--- src/rtl/apb_common.sv ---
// ----------------------------------------------------------------------------
// apb_common
//   Shared APB definitions: completer FSM state type, default bus/register
//   file dimensions and the wait-state counter width.
// ----------------------------------------------------------------------------
package apb_common;

    // Completer-side FSM states
    typedef enum logic [1:0] {
        SLV_IDLE   = 2'd0,
        SLV_SETUP  = 2'd1,
        SLV_ACCESS = 2'd2
    } apb_slv_state_e;

    // Default dimensions
    localparam int unsigned APB_ADDR_W = 8;
    localparam int unsigned APB_DATA_W = 32;
    localparam int unsigned APB_DEPTH  = 16;

    // Width of the wait-state configuration / counter
    localparam int unsigned WAIT_W = 4;

endpackage : apb_common

--- src/rtl/apb_slave_mem.sv ---
// ----------------------------------------------------------------------------
// apb_slave_mem
//   Register array behind the APB completer: synchronous write, combinational
//   read, asynchronous clear of every entry.
//
//   pclk      in   clock (rising edge)
//   preset_n  in   asynchronous active-low reset, clears all entries
//   we        in   write enable
//   widx      in   write index
//   wdata     in   write data
//   ridx      in   read index
//   rdata     out  read data (combinational)
// ----------------------------------------------------------------------------
module apb_slave_mem
    import apb_common::*;
#(
    parameter int unsigned DATA_W = APB_DATA_W,
    parameter int unsigned DEPTH  = APB_DEPTH,
    parameter int unsigned IDX_W  = (DEPTH > 1) ? $clog2(DEPTH) : 1
) (
    input  logic              pclk,
    input  logic              preset_n,
    input  logic              we,
    input  logic [IDX_W-1:0]  widx,
    input  logic [DATA_W-1:0] wdata,
    input  logic [IDX_W-1:0]  ridx,
    output logic [DATA_W-1:0] rdata
);

    logic [DATA_W-1:0] mem_q [DEPTH];

    always_ff @(posedge pclk or negedge preset_n) begin
        if (!preset_n) begin
            for (int unsigned i = 0; i < DEPTH; i++) begin
                mem_q[i] <= '0;
            end
        end else if (we) begin
            mem_q[widx] <= wdata;
        end
    end

    assign rdata = mem_q[ridx];

endmodule : apb_slave_mem

--- src/rtl/apb_slave.sv ---
// ----------------------------------------------------------------------------
// apb_slave
//   APB completer terminating transfers onto a small word-addressed register
//   file. The address, direction, write data and wait-state count are latched
//   when the request is accepted; the transfer then completes after
//   1 + wait_cfg_i cycles. Out-of-range or misaligned accesses complete with
//   pslverr and never touch memory.
//
//   pclk        in   bus clock (rising edge)
//   preset_n    in   asynchronous active-low reset
//   pselx       in   slave select
//   penable     in   access phase indicator
//   pwrite      in   1 = write, 0 = read
//   paddr       in   byte address
//   pwdata      in   write data
//   wait_cfg_i  in   number of wait states for the next transfer
//   prdata      out  read data, zero unless completing a good access
//   pready      out  transfer completes this cycle
//   pslverr     out  transfer error, only with pready
// ----------------------------------------------------------------------------
module apb_slave
    import apb_common::*;
#(
    parameter int unsigned ADDR_W = APB_ADDR_W,
    parameter int unsigned DATA_W = APB_DATA_W,
    parameter int unsigned DEPTH  = APB_DEPTH
) (
    input  logic              pclk,
    input  logic              preset_n,
    input  logic              pselx,
    input  logic              penable,
    input  logic              pwrite,
    input  logic [ADDR_W-1:0] paddr,
    input  logic [DATA_W-1:0] pwdata,
    input  logic [WAIT_W-1:0] wait_cfg_i,
    output logic [DATA_W-1:0] prdata,
    output logic              pready,
    output logic              pslverr
);

    localparam int unsigned IDX_W = (DEPTH > 1) ? $clog2(DEPTH) : 1;

    apb_slv_state_e    state_q, state_d;
    logic [WAIT_W-1:0] wcnt_q,  wcnt_d;
    logic [ADDR_W-1:0] addr_q,  addr_d;
    logic              write_q, write_d;
    logic [DATA_W-1:0] wdata_q, wdata_d;

    logic              start;
    logic              done;
    logic              err;
    logic              mem_we;
    logic [ADDR_W-3:0] idx;
    logic [DATA_W-1:0] mem_rdata;

    assign start = pselx && !penable;
    assign done  = (state_q == SLV_ACCESS) && (wcnt_q == '0);

    always_comb begin
        state_d = state_q;
        wcnt_d  = wcnt_q;
        addr_d  = addr_q;
        write_d = write_q;
        wdata_d = wdata_q;

        case (state_q)
            SLV_IDLE: begin
                if (start) state_d = SLV_SETUP;
            end
            SLV_SETUP: begin
                state_d = SLV_ACCESS;
            end
            SLV_ACCESS: begin
                if (!pselx) begin
                    state_d = SLV_IDLE;          // requester abort
                end else if (wcnt_q != '0) begin
                    wcnt_d = wcnt_q - WAIT_W'(1);
                end else if (start) begin
                    state_d = SLV_SETUP;         // back-to-back transfer
                end else begin
                    state_d = SLV_IDLE;
                end
            end
            default: begin
                state_d = SLV_IDLE;
            end
        endcase

        // Request fields are captured on every entry into SETUP, so later
        // bus changes during the transfer have no effect.
        if (state_d == SLV_SETUP) begin
            addr_d  = paddr;
            write_d = pwrite;
            wdata_d = pwdata;
            wcnt_d  = wait_cfg_i;
        end
    end

    always_ff @(posedge pclk or negedge preset_n) begin
        if (!preset_n) begin
            state_q <= SLV_IDLE;
            wcnt_q  <= '0;
            addr_q  <= '0;
            write_q <= 1'b0;
            wdata_q <= '0;
        end else begin
            state_q <= state_d;
            wcnt_q  <= wcnt_d;
            addr_q  <= addr_d;
            write_q <= write_d;
            wdata_q <= wdata_d;
        end
    end

    // Decode uses the full word index so addresses beyond DEPTH never alias.
    assign idx    = addr_q[ADDR_W-1:2];
    assign err    = (32'(idx) >= DEPTH) || (addr_q[1:0] != 2'b00);
    assign mem_we = done && pselx && write_q && !err;

    apb_slave_mem #(
        .DATA_W (DATA_W),
        .DEPTH  (DEPTH),
        .IDX_W  (IDX_W)
    ) u_mem (
        .pclk     (pclk),
        .preset_n (preset_n),
        .we       (mem_we),
        .widx     (idx[IDX_W-1:0]),
        .wdata    (wdata_q),
        .ridx     (idx[IDX_W-1:0]),
        .rdata    (mem_rdata)
    );

    assign pready  = done;
    assign pslverr = done && err;
    assign prdata  = (done && !err) ? mem_rdata : '0;

endmodule : apb_slave
--- config.mk ---
export PLATFORM = sky130hd
export DESIGN_NAME = apb_slave
export DESIGN_NICKNAME = d
export VERILOG_FILES = /design/src/rtl/apb_common.sv /design/src/rtl/apb_slave_mem.sv /design/src/rtl/apb_slave.sv
export SDC_FILE = /design/constraint.sdc
export NUM_CORES = 1
export LEC_CHECK = 0
export ABC_AREA = 1
export CELL_PAD_IN_SITES_DETAIL_PLACEMENT = 0
export CELL_PAD_IN_SITES_GLOBAL_PLACEMENT = 2
export CORE_MARGIN = 3
export CORE_UTILIZATION = 36
export DETAILED_ROUTE_END_ITERATION = 7
export HOLD_SLACK_MARGIN = 0.12
export PLACE_DENSITY_LB_ADDON = 0.15
export SETUP_SLACK_MARGIN = 0.02
export SYNTH_ARGS = -nofsm -noshare
export SYNTH_HDL_FRONTEND = slang
export SYNTH_SLANG_ARGS = --single-unit
--- constraint.sdc ---
create_clock -name pclk -period 2.5 [get_ports pclk]
set_clock_uncertainty 0.2 [all_clocks]
set_input_delay 0.5 -clock pclk [delete_from_list [all_inputs] [get_ports pclk]]
set_output_delay 0.5 -clock pclk [all_outputs]
set_load 0.05 [all_outputs]
# Word level (Yosys, flattened, before mapping)
# Cells that the tools add are included.
# totals
regBits	559
input_bits	49
output_inout_bits	34
word_cells	64
# op_classes
n_addsub	1
order_cmp	3
eq_ne	3
muxes	16
bitwise_logic	1
n_reduce_logical	19
# op_table
op	count
$bwmux 512	1
$bmux 32 s4	1
$demux 32 s4	1
$mux 32	4
$mux 4	4
$logic_and 1x1->1	8
$reduce_bool 2->1	4
$ge 6x5->1 const B	1
$mux 2	3
$pmux 2 s3	1
$ge 5x5->1 const B	1
$lt 5x1->1 const B	1
$not 4->5	1
$eq 2x1->1 const B	2
$logic_not 4->1	1
$reduce_bool 4->1	1
$sub 4x1->4 const B	1
$reduce_and 3->1	1
$eq 2x2->1 const B	1
$logic_not 1->1	2
$logic_not 2->1	1
$logic_or 1x1->1	1
$mux 1	1

# Longest topological paths before layout
# Gate-level depths: netlist of the first run.
# logic_depth
depth_word	9
depth_mapped	12
ltp_nobuf	9

# By module
# Synthesis of the first run repeated with hierarchy kept, for this count alone.
# unflattened
hier_cells	3579
hier_area_um2	26875.8
# by_module_without_submodules
module	n_inst	cells_per_inst	area_per_inst_um2	seq_area_each_um2
apb_slave_mem	1	3275	24543.5	12812.3
apb_slave	1	304	2332.2	1176.1

# Least setup slack after synthesis of the first run
# OpenSTA, ideal clock, no wires.
# synth_timing
path_type	reg-to-output
from	reg wcnt_q[0]
to	out prdata[10]
arrival_ps	2278
path_slack_ps	-478
stages_incl_launch_ff	8
n_path_buf	1
cell_sequence	dfrtp_1 inv_1 ha_1 nand2_1 nor2_2 nand2_2 clkbuf_1 nor2_1
# synth_via
elab_chain_cells	4
# synth_lines
item	line_no	rtl
start: declaration	apb_slave.sv:44	logic [WAIT_W-1:0] wcnt_q, wcnt_d;
start signal: assignment	apb_slave.sv:108	wcnt_q <= wcnt_d;
$logic_not 4->1	apb_slave.sv:57	assign done = (state_q == SLV_ACCESS) && (wcnt_q == '0);
$logic_and 1x1->1	apb_slave.sv:57	
via pready	apb_slave.sv:37	output logic pready,
$logic_and 1x1->1	apb_slave.sv:136	assign prdata = (done && !err) ? mem_rdata : '0;
$mux 32	apb_slave.sv:136	
end: declaration	apb_slave.sv:36	output logic [DATA_W-1:0] prdata,
# The timed path passes the listed nets, and every way through them passes these cells.

# Worst setup path after layout of the first run
# layout_timing
from	reg addr_q[2]
to	out prdata[2]
# layout_via
elab_chain_cells	5
elab_cells_between_ends	9
classes_between	1 x order compare; 4 x mux; 1 x bitwise; 3 x reduce/logical
# layout_lines
item	line_no	rtl
start: declaration	apb_slave.sv:45	logic [ADDR_W-1:0] addr_q, addr_d;
start signal: assignment	apb_slave.sv:109	addr_q <= addr_d;
$ge 6x5->1 or $not 4->5 (tied branches)	apb_slave.sv:117, apb_slave_mem.sv:42	
$logic_or 1x1->1 or $bmux 32 s4 (tied branches)	apb_slave.sv:117, apb_slave_mem.sv:42	
$logic_not 1->1 or $mux 32 (tied branches)	apb_slave.sv:136, apb_slave_mem.sv:42	
$logic_and 1x1->1 or $mux 32 (tied branches)	apb_slave.sv:136, apb_slave_mem.sv:42	
$mux 32 (*)	apb_slave.sv:136	
# Every way passes the cells marked *; elsewhere a longest branch is shown, timed or not. The select of a mux whose other input is x is not followed.

==> summary.txt, run 1 <==
Clock tree
  – Maximum buffer depth of the clock tree: 3
  – Clock slew at the register clock pins of the worst setup and hold paths: 0.06 ns
  – Depth of the CTS H-tree: 3
  – Clock tree root buffer cell: sky130_fd_sc_hd__clkbuf_16
  – TritonCTS clock tree: yes
  – Clock buffer count from CTS: 70
  – Clock net sink count: 559
  – Worst skew pair latency: 0.61 ns

Worst setup path
  – Worst path cell trace: buf_12, inv_12, buf_12, buf_16, nand2_1, nand2_1, nand2_1, nand2_1, nand2_1, nand2_1, nor2_1, buf_4, nor2_4, buf_12
  – Origin of the critical flop-to-flop path: addr_q[2]
  – Cell type group with the largest total delay on the critical path: buffers and inverters
  – Kind of end point of the critical path: output port
  – Largest stage delay on the critical path: 0.49 ns
  – Startpoint type of the worst setup path: register
  – Worst path bufs/invs: 6
  – Minimum setup slack among reg-to-reg paths: 0.12 ns
  – Arr. time, crit path: 2.42 ns
  – FF-to-FF End: u_mem.mem_q[20]
  – Critical path's slowest cell: sky130_fd_sc_hd__dfrtp_4
  – Maximum net fanout on the critical path: 6
  – Worst Setup Path Type: register to output port
  – Number of cells traversed by the worst register-to-register path: 8
  – Most prevalent standard cell on the critical path: sky130_fd_sc_hd__nand2_1
  – CP required: 1.80 ns

Timing
  – Unrepaired setup endpoints after global routing: yes
  – Setup ws final: -0.618 ns
  – Final Max Slew Viols: 0
  – Time the final worst path needs with I/O delays and setup: 3.12 ns
  – Slew headroom: 44.7%
  – Share of the cycle needed by the critical path after routing: 125%
  – Worst hold slack across all endpoints: 0.217 ns
  – Number of setup violations in the final report: 32
  – Actual slew at the worst max-slew pin: 0.830 ns
  – Max Clk Rate: 321 MHz
  – Number of hold violations in the final report: 0

Floorplan
  – Core ar.: 76,500 sq um
  – IO Count: 83
  – DIE AREA: 81,000 sq um
  – Die Y: 285 um
  – Starting Density: 36.5%
  – Horizontal extent of the die: 285 um
  – # rows: 101

Global route
  – Initial antenna violation count: 0
  – Gr usage total: 27.2%
  – Pin count of the biggest net entering global routing: 61
  – Total gr overflow: 0
  – Vias in the first global route: 25,800
  – First-pass GRT wire length: 167,000 um

Yosys
  – Flip-flop cell with the highest count after synthesis: sky130_fd_sc_hd__dfrtp_1
  – Netlist area before placement: 27,900 sq um
  – Number of warnings issued by yosys: 0
  – Share of async-settable or async-resettable flops after synthesis: 100%
  – Number of different library cells in the post-synthesis netlist: 21
  – Number of synthesized flops with an enable pin: 0
  – Seq/Total Area, Yosys: 50.1%
  – Average cell area after synthesis: 6.92 sq um
  – Cell count after synthesis: 4,038
  – Post-synthesis net count: 4,089
  – FF+latch count, synth: 559

Layout
  – Growth of design area from synthesis to finish: 27.4%
  – Share of final-layout standard cells stronger than drive strength 1: 13.4%
  – Antenna cell count: 0
  – Fill cell instance count of the final layout: 7,910
  – Most used cells in the layout excluding fill and tap cells: sky130_fd_sc_hd__nand2_1, sky130_fd_sc_hd__dfrtp_1, sky130_fd_sc_hd__nand3_1, sky130_fd_sc_hd__buf_12, sky130_fd_sc_hd__buf_4
  – Number of nets in the layout: 4,173
  – Most common cell after layout, fill and taps aside: sky130_fd_sc_hd__nand2_1
  – Fin area: 35,600 sq um

Route
  – Final wirelength: 111,000 um
  – Count of antenna-violating nets left after detailed routing: 0
  – Drc violations: 0
  – Via density per instance: 5.05
  – Pre-Repair DR Iteration Count: 5
  – DRC violation total after the first TritonRoute iteration: 2,359
  – Routed WL per cell: 21.4 um
  – Via Count: 26,300

Run status
  – Outcome: finished, violations left
  – Failing checks: negative setup slack

Worst hold path
  – Kind of path behind the tightest hold check: input pin to register
  – End point of the most critical hold path: addr_q[0]
  – Number of cells on the worst hold path: 3
  – Hold path startpoint: paddr[0]

Placement
  – Post-detailed-placement cell area: 32,300 sq um
  – Estimated wirelength of the detail-placed design: 65,600 um
  – Routability congestion estimate from global placement: 0.770
  – Count of buffers inserted at the top-level ports: 82

Power
  – Peak ir drop on the vdd network: 0.491 mV
  – Static leakage: 19.7 nW
  – PwrDens: 792 nW/um^2

Run
  – Number of max-cap violations: 0
[kinds of logic after synthesis]
family | share of synthesized area, %
flip-flops | 50.1
adder cells (fa/ha/maj) | 0.0896
AND/OR/NAND/NOR | 44.3
XOR/XNOR | 0.0941
AO/OA/AOI/OAI | 0.188
buffers and inverters | 5.21
[sequential cells by signal, indices dropped and copies added (netlist names)]
| name | count |
|---|---|
| addr_q | 8 |
| state_q | 2 |
| u_mem.mem_q | 512 |
| wcnt_q | 4 |
| wdata_q | 32 |
| write_q | 1 |
[per-stage QoR]
stage	TNS, ns	setup slack [ns]	cells	utilization, %	total power, W
after CTS	-18.73	-0.636	5187	45.8	0.0277
after detailed placement	-0.0799	-0.0799	5045	42.2	0.0170
final	-18.21	-0.618	5206	46.5	0.0282
after global routing	-22.08	-0.724	5206	46.5	0.0292
after floorplan	0	0.0192	4038	-	0.0128
after global placement	-0.0828	-0.0745	5045	42.2	0.0170
[worst max-delay path by stage]
stage | from | end | slack [ns] | cells past startpoint
finish | addr_q[2] | prdata[2] | -0.62 | 14
global route | addr_q[2] | prdata[2] | -0.72 | 13
CTS | addr_q[2] | prdata[19] | -0.64 | 12
detailed placement | addr_q[2] | prdata[9] | -0.08 | 12
global placement | addr_q[2] | prdata[9] | -0.07 | 12
floorplan | wcnt_q[0] | prdata[10] | 0.02 | 7
[cell type report]
class                           count  area, sq um  share of cell area, %
Multi-Input combinational cell   3137        13200                   37.1
Timing Repair Buffer              338         4760                   13.4
Clock buffer                      115         2150                   6.05
Timing Repair inverter              1         16.3                 0.0457
Tap cell                         1030         1290                   3.62
Inverter                           15         87.6                  0.246
Clock inverter                     11         70.1                  0.197
Sequential cell                   559        14000                   39.3
[worst register-to-register path: cells and delay by family, from the launching register on]
kind	cells	cell delay (ns)
buffers and inverters	4	0.93
AND/OR/NAND/NOR	4	0.75
flip-flops	1	0.42
[power breakdown]
group	switching (W)	total [W]	leakage (nW)	internal (W)
registers	0.00133	0.0107	7.74	0.00937
clock network	0.00411	0.00998	1.10	0.00588
logic	0.00481	0.00748	10.9	0.00267
total	0.0102	0.0282	19.7	0.0179
[routing by layer]
layer  global-route usage (%)  vias up  wire length [um]
met3                     3.94      165              5940
met5                        0        -                 0
met4                     7.41        0              2780
met1                     38.1    12800             51300
li1                         -    12700                 -
met2                     43.9      696             51400
[synthesized netlist by cell type (2+ instances only)]
cell,number,area (sq um)
sky130_fd_sc_hd__nor3_1,2,10.0
sky130_fd_sc_hd__nand3_1,513,2570
sky130_fd_sc_hd__o21ai_0,6,30.0
sky130_fd_sc_hd__buf_2,106,531
sky130_fd_sc_hd__buf_1,16,60.1
sky130_fd_sc_hd__xor2_1,2,17.5
sky130_fd_sc_hd__nor2_1,85,319
sky130_fd_sc_hd__inv_2,2,7.51
sky130_fd_sc_hd__ha_1,2,25.0
sky130_fd_sc_hd__inv_1,12,45.0
sky130_fd_sc_hd__dfrtp_1,559,14000
sky130_fd_sc_hd__buf_4,10,75.1
sky130_fd_sc_hd__nand2_1,2519,9460
sky130_fd_sc_hd__o211ai_1,3,22.5
sky130_fd_sc_hd__clkbuf_1,195,732
[repair_timing]
item                                   CTS  global route
setup endpoints to repair               34            74
endpoints found under the hold margin  421             0
hold buffers                             1             0
gates cloned                             7            11
resized for setup                       60            87
pin swaps                               13            29
buffers inserted                         8            10
Power figures use the tool's default switching activity.
==> run 2: changes to the inputs <==
Settings changed: PLACE_DENSITY from default to 0.87, PLACE_DENSITY_LB_ADDON 0.15 to default.
Clock period 2.5 ns to 3.1 ns, I/O delays scaled along.
==> summary.txt, run 2 (synthesis gave the netlist of run 1 again) <==
Power
  – PwrDens: 648 nW/um^2 (-18%)
  – Peak ir drop on the vdd network: 0.429 mV (-13%)
  – Static leakage: 19.3 nW (-2.1%)

Route
  – Drc violations: 0 (unchanged)
  – Via density per instance: 5.12 (+1.4%)
  – Count of antenna-violating nets left after detailed routing: 0 (unchanged)
  – Pre-Repair DR Iteration Count: 6 (+1)
  – DRC violation total after the first TritonRoute iteration: 2,513 (+6.5%)
  – Final wirelength: 109,000 um (-2.3%)
  – Via Count: 26,300 (+0.12%)
  – Routed WL per cell: 21.2 um (-1.0%)

Clock tree
  – Clock slew at the register clock pins of the worst setup and hold paths: 0.06 ns (about the same)
  – Maximum buffer depth of the clock tree: 3 (unchanged)
  – Clock tree root buffer cell: sky130_fd_sc_hd__clkbuf_16
  – Depth of the CTS H-tree: 3 (unchanged)
  – Worst skew pair latency: 0.62 ns (about the same)
  – Clock buffer count from CTS: 66 (-5.7%)
  – TritonCTS clock tree: yes
  – Clock net sink count: 559 (unchanged)

Worst setup path
  – Startpoint type of the worst setup path: register
  – Kind of end point of the critical path: output port
  – CP required: 2.28 ns (+0.48 ns)
  – Maximum net fanout on the critical path: 6 (unchanged)
  – Arr. time, crit path: 2.43 ns (about the same)
  – Worst Setup Path Type: register to output port

Timing
  – Actual slew at the worst max-slew pin: 0.821 ns (-0.00828 ns)
  – Slew headroom: 45.2% (+0.55 points)
  – Unrepaired setup endpoints after global routing: yes
  – Final Max Slew Viols: 0 (unchanged)
  – Share of the cycle needed by the critical path after routing: 105%
  – Worst hold slack across all endpoints: 0.267 ns (+0.0494 ns)
  – Number of setup violations in the final report: 32 (unchanged)
  – Setup TNS: -2.75 ns (+15.46 ns)
  – Time the final worst path needs with I/O delays and setup: 3.25 ns
  – Setup ws final: -0.148 ns (+0.470 ns)
  – Max Clk Rate: 308 MHz
  – Number of hold violations in the final report: 0 (unchanged)

Global route
  – Pin count of the biggest net entering global routing: 128 (+110%)
  – Total gr overflow: 0 (unchanged)
  – Gr usage total: 26.1% (-1.1 points)
  – First-pass GRT wire length: 162,000 um (-3.5%)
  – Vias in the first global route: 25,000 (-3.2%)
  – Initial antenna violation count: 0 (unchanged)

Layout
  – Largest registers ranked by flip-flop count: u_mem.mem_q: 512 flops, wdata_q: 32 flops, addr_q: 8 flops
  – Most common cell after layout, fill and taps aside: sky130_fd_sc_hd__nand2_1
  – Share of final-layout standard cells stronger than drive strength 1: 11.8% (-1.5 points)
  – Count of non-filler cells in the finished layout: 5,140 (-1.3%)
  – Register with the highest flop count: u_mem.mem_q
  – Growth of design area from synthesis to finish: 24.2%
  – Fill cell instance count of the final layout: 7,821 (-1.1%)
  – Layout Utilization: 45.4% (-1.2 points)
  – Number of nets in the layout: 4,116 (-1.4%)
  – Antenna cell count: 0 (unchanged)
  – Fin area: 34,700 sq um (-2.5%)
  – Largest register FFs: 512 (unchanged)
  – Most used cells in the layout excluding fill and tap cells: sky130_fd_sc_hd__nand2_1, sky130_fd_sc_hd__dfrtp_1, sky130_fd_sc_hd__nand3_1, sky130_fd_sc_hd__buf_4

Placement
  – Inst Count DP: 4,959 (-1.7%)
  – Count of buffers inserted at the top-level ports: 82 (unchanged)
  – Post-detailed-placement cell area: 30,700 sq um (-5.0%)
  – Routability congestion estimate from global placement: 0.799 (+3.8%)
  – Estimated wirelength of the detail-placed design: 58,900 um (-10%)

Run status
  – Failing checks: negative setup slack
  – Outcome: finished, violations left

Floorplan
  – Die Y: 285 um (unchanged)
  – # rows: 101 (unchanged)
  – IO Count: 83 (unchanged)
  – Starting Density: 36.5% (unchanged)
  – Core ar.: 76,500 sq um (unchanged)
  – DIE AREA: 81,000 sq um (unchanged)
  – Horizontal extent of the die: 285 um (unchanged)

Run
  – Number of max-cap violations: 0 (unchanged)

Worst hold path
  – Kind of path behind the tightest hold check: register to register
==> run 2: worst paths after layout <==
path	to	from	slack (ns)	cells past startpoint
worst min-delay path	u_mem.mem_q[179]	u_mem.mem_q[179]	0.27	2
worst max-delay path	prdata[18]	addr_q[2]	-0.15	14
worst max register to register	u_mem.mem_q[428]	wcnt_q[0]	0.48	12
max in group asynchronous	u_mem.mem_q[302]	preset_n	1.39	3
min in group asynchronous	addr_q[0]	preset_n	0.36	2
worst min register to register	u_mem.mem_q[179]	u_mem.mem_q[179]	0.27	2
==> run 2: area by class of cell <==
type | count | area, sq um | area share [%]
Tap cell | 1030 | 1290 | 3.71
Inverter | 15 | 100 | 0.289
Sequential cell | 559 | 14000 | 40.3
Multi-Input combinational cell | 3137 | 13100 | 37.6
Timing Repair inverter | 5 | 66.3 | 0.191
Clock buffer | 100 | 1980 | 5.71
Timing Repair Buffer | 281 | 4080 | 11.8
Clock inverter | 13 | 124 | 0.357
==> run 2: timing repair <==
| item | CTS | global route |
|---|---|---|
| endpoints found under the setup margin | 34 | 32 |
| hold endpoints to repair | 41 | 0 |
| buffers inserted | 18 | 11 |
| hold buffers | 1 | 0 |
| gates resized for setup | 138 | 77 |
| pin swaps | 16 | 34 |
| gates cloned | 21 | 19 |
==> run 2: worst max-delay path, stage by stage (launching register included) <==
cell                        delay [ns]
sky130_fd_sc_hd__dfrtp_4          0.44
sky130_fd_sc_hd__buf_12           0.18
sky130_fd_sc_hd__clkinv_16        0.09
sky130_fd_sc_hd__buf_12           0.15
sky130_fd_sc_hd__buf_12           0.13
sky130_fd_sc_hd__buf_16           0.13
sky130_fd_sc_hd__nand2_2          0.04
sky130_fd_sc_hd__nand2_1          0.04
sky130_fd_sc_hd__nand2_1          0.05
sky130_fd_sc_hd__nand2_1          0.05
sky130_fd_sc_hd__nand2_1          0.05
sky130_fd_sc_hd__nand2_1          0.06
sky130_fd_sc_hd__nor2_2           0.16
sky130_fd_sc_hd__nor2_2           0.07
sky130_fd_sc_hd__buf_12           0.15
==> run 2: per-stage QoR <==
| step | total power [W] | setup slack [ns] |
|---|---|---|
| floorplan | 0.0103 | 0.00168 |
| global placement | 0.0129 | 0.305 |
| detailed placement | 0.0129 | 0.303 |
| CTS | 0.0219 | -0.205 |
| global route | 0.0232 | -0.250 |
| finish | 0.0225 | -0.148 |
==> run 2: power breakdown <==
group	internal [W]	leakage [nW]	switching, W	total [W]
combinational	0.00221	10.5	0.00393	0.00613
sequential	0.00756	7.74	0.00106	0.00862
clock	0.00450	1.04	0.00325	0.00775
total	0.0143	19.3	0.00824	0.0225
==> run 2: routing by layer <==
layer | vias to the layer above | global-route usage [%] | wire length [um]
met5 | - | 0 | 0
met4 | 0 | 7.96 | 3020
met3 | 176 | 3.57 | 6310
met2 | 841 | 42.8 | 51100
met1 | 12800 | 35.8 | 48500
li1 | 12500 | - | -
==> run 3: changes to the inputs <==
Settings changed: CAP_MARGIN from default to 20.
==> results of run 3 <==
Final layout, timing and power as in run 2 (identical DEF).
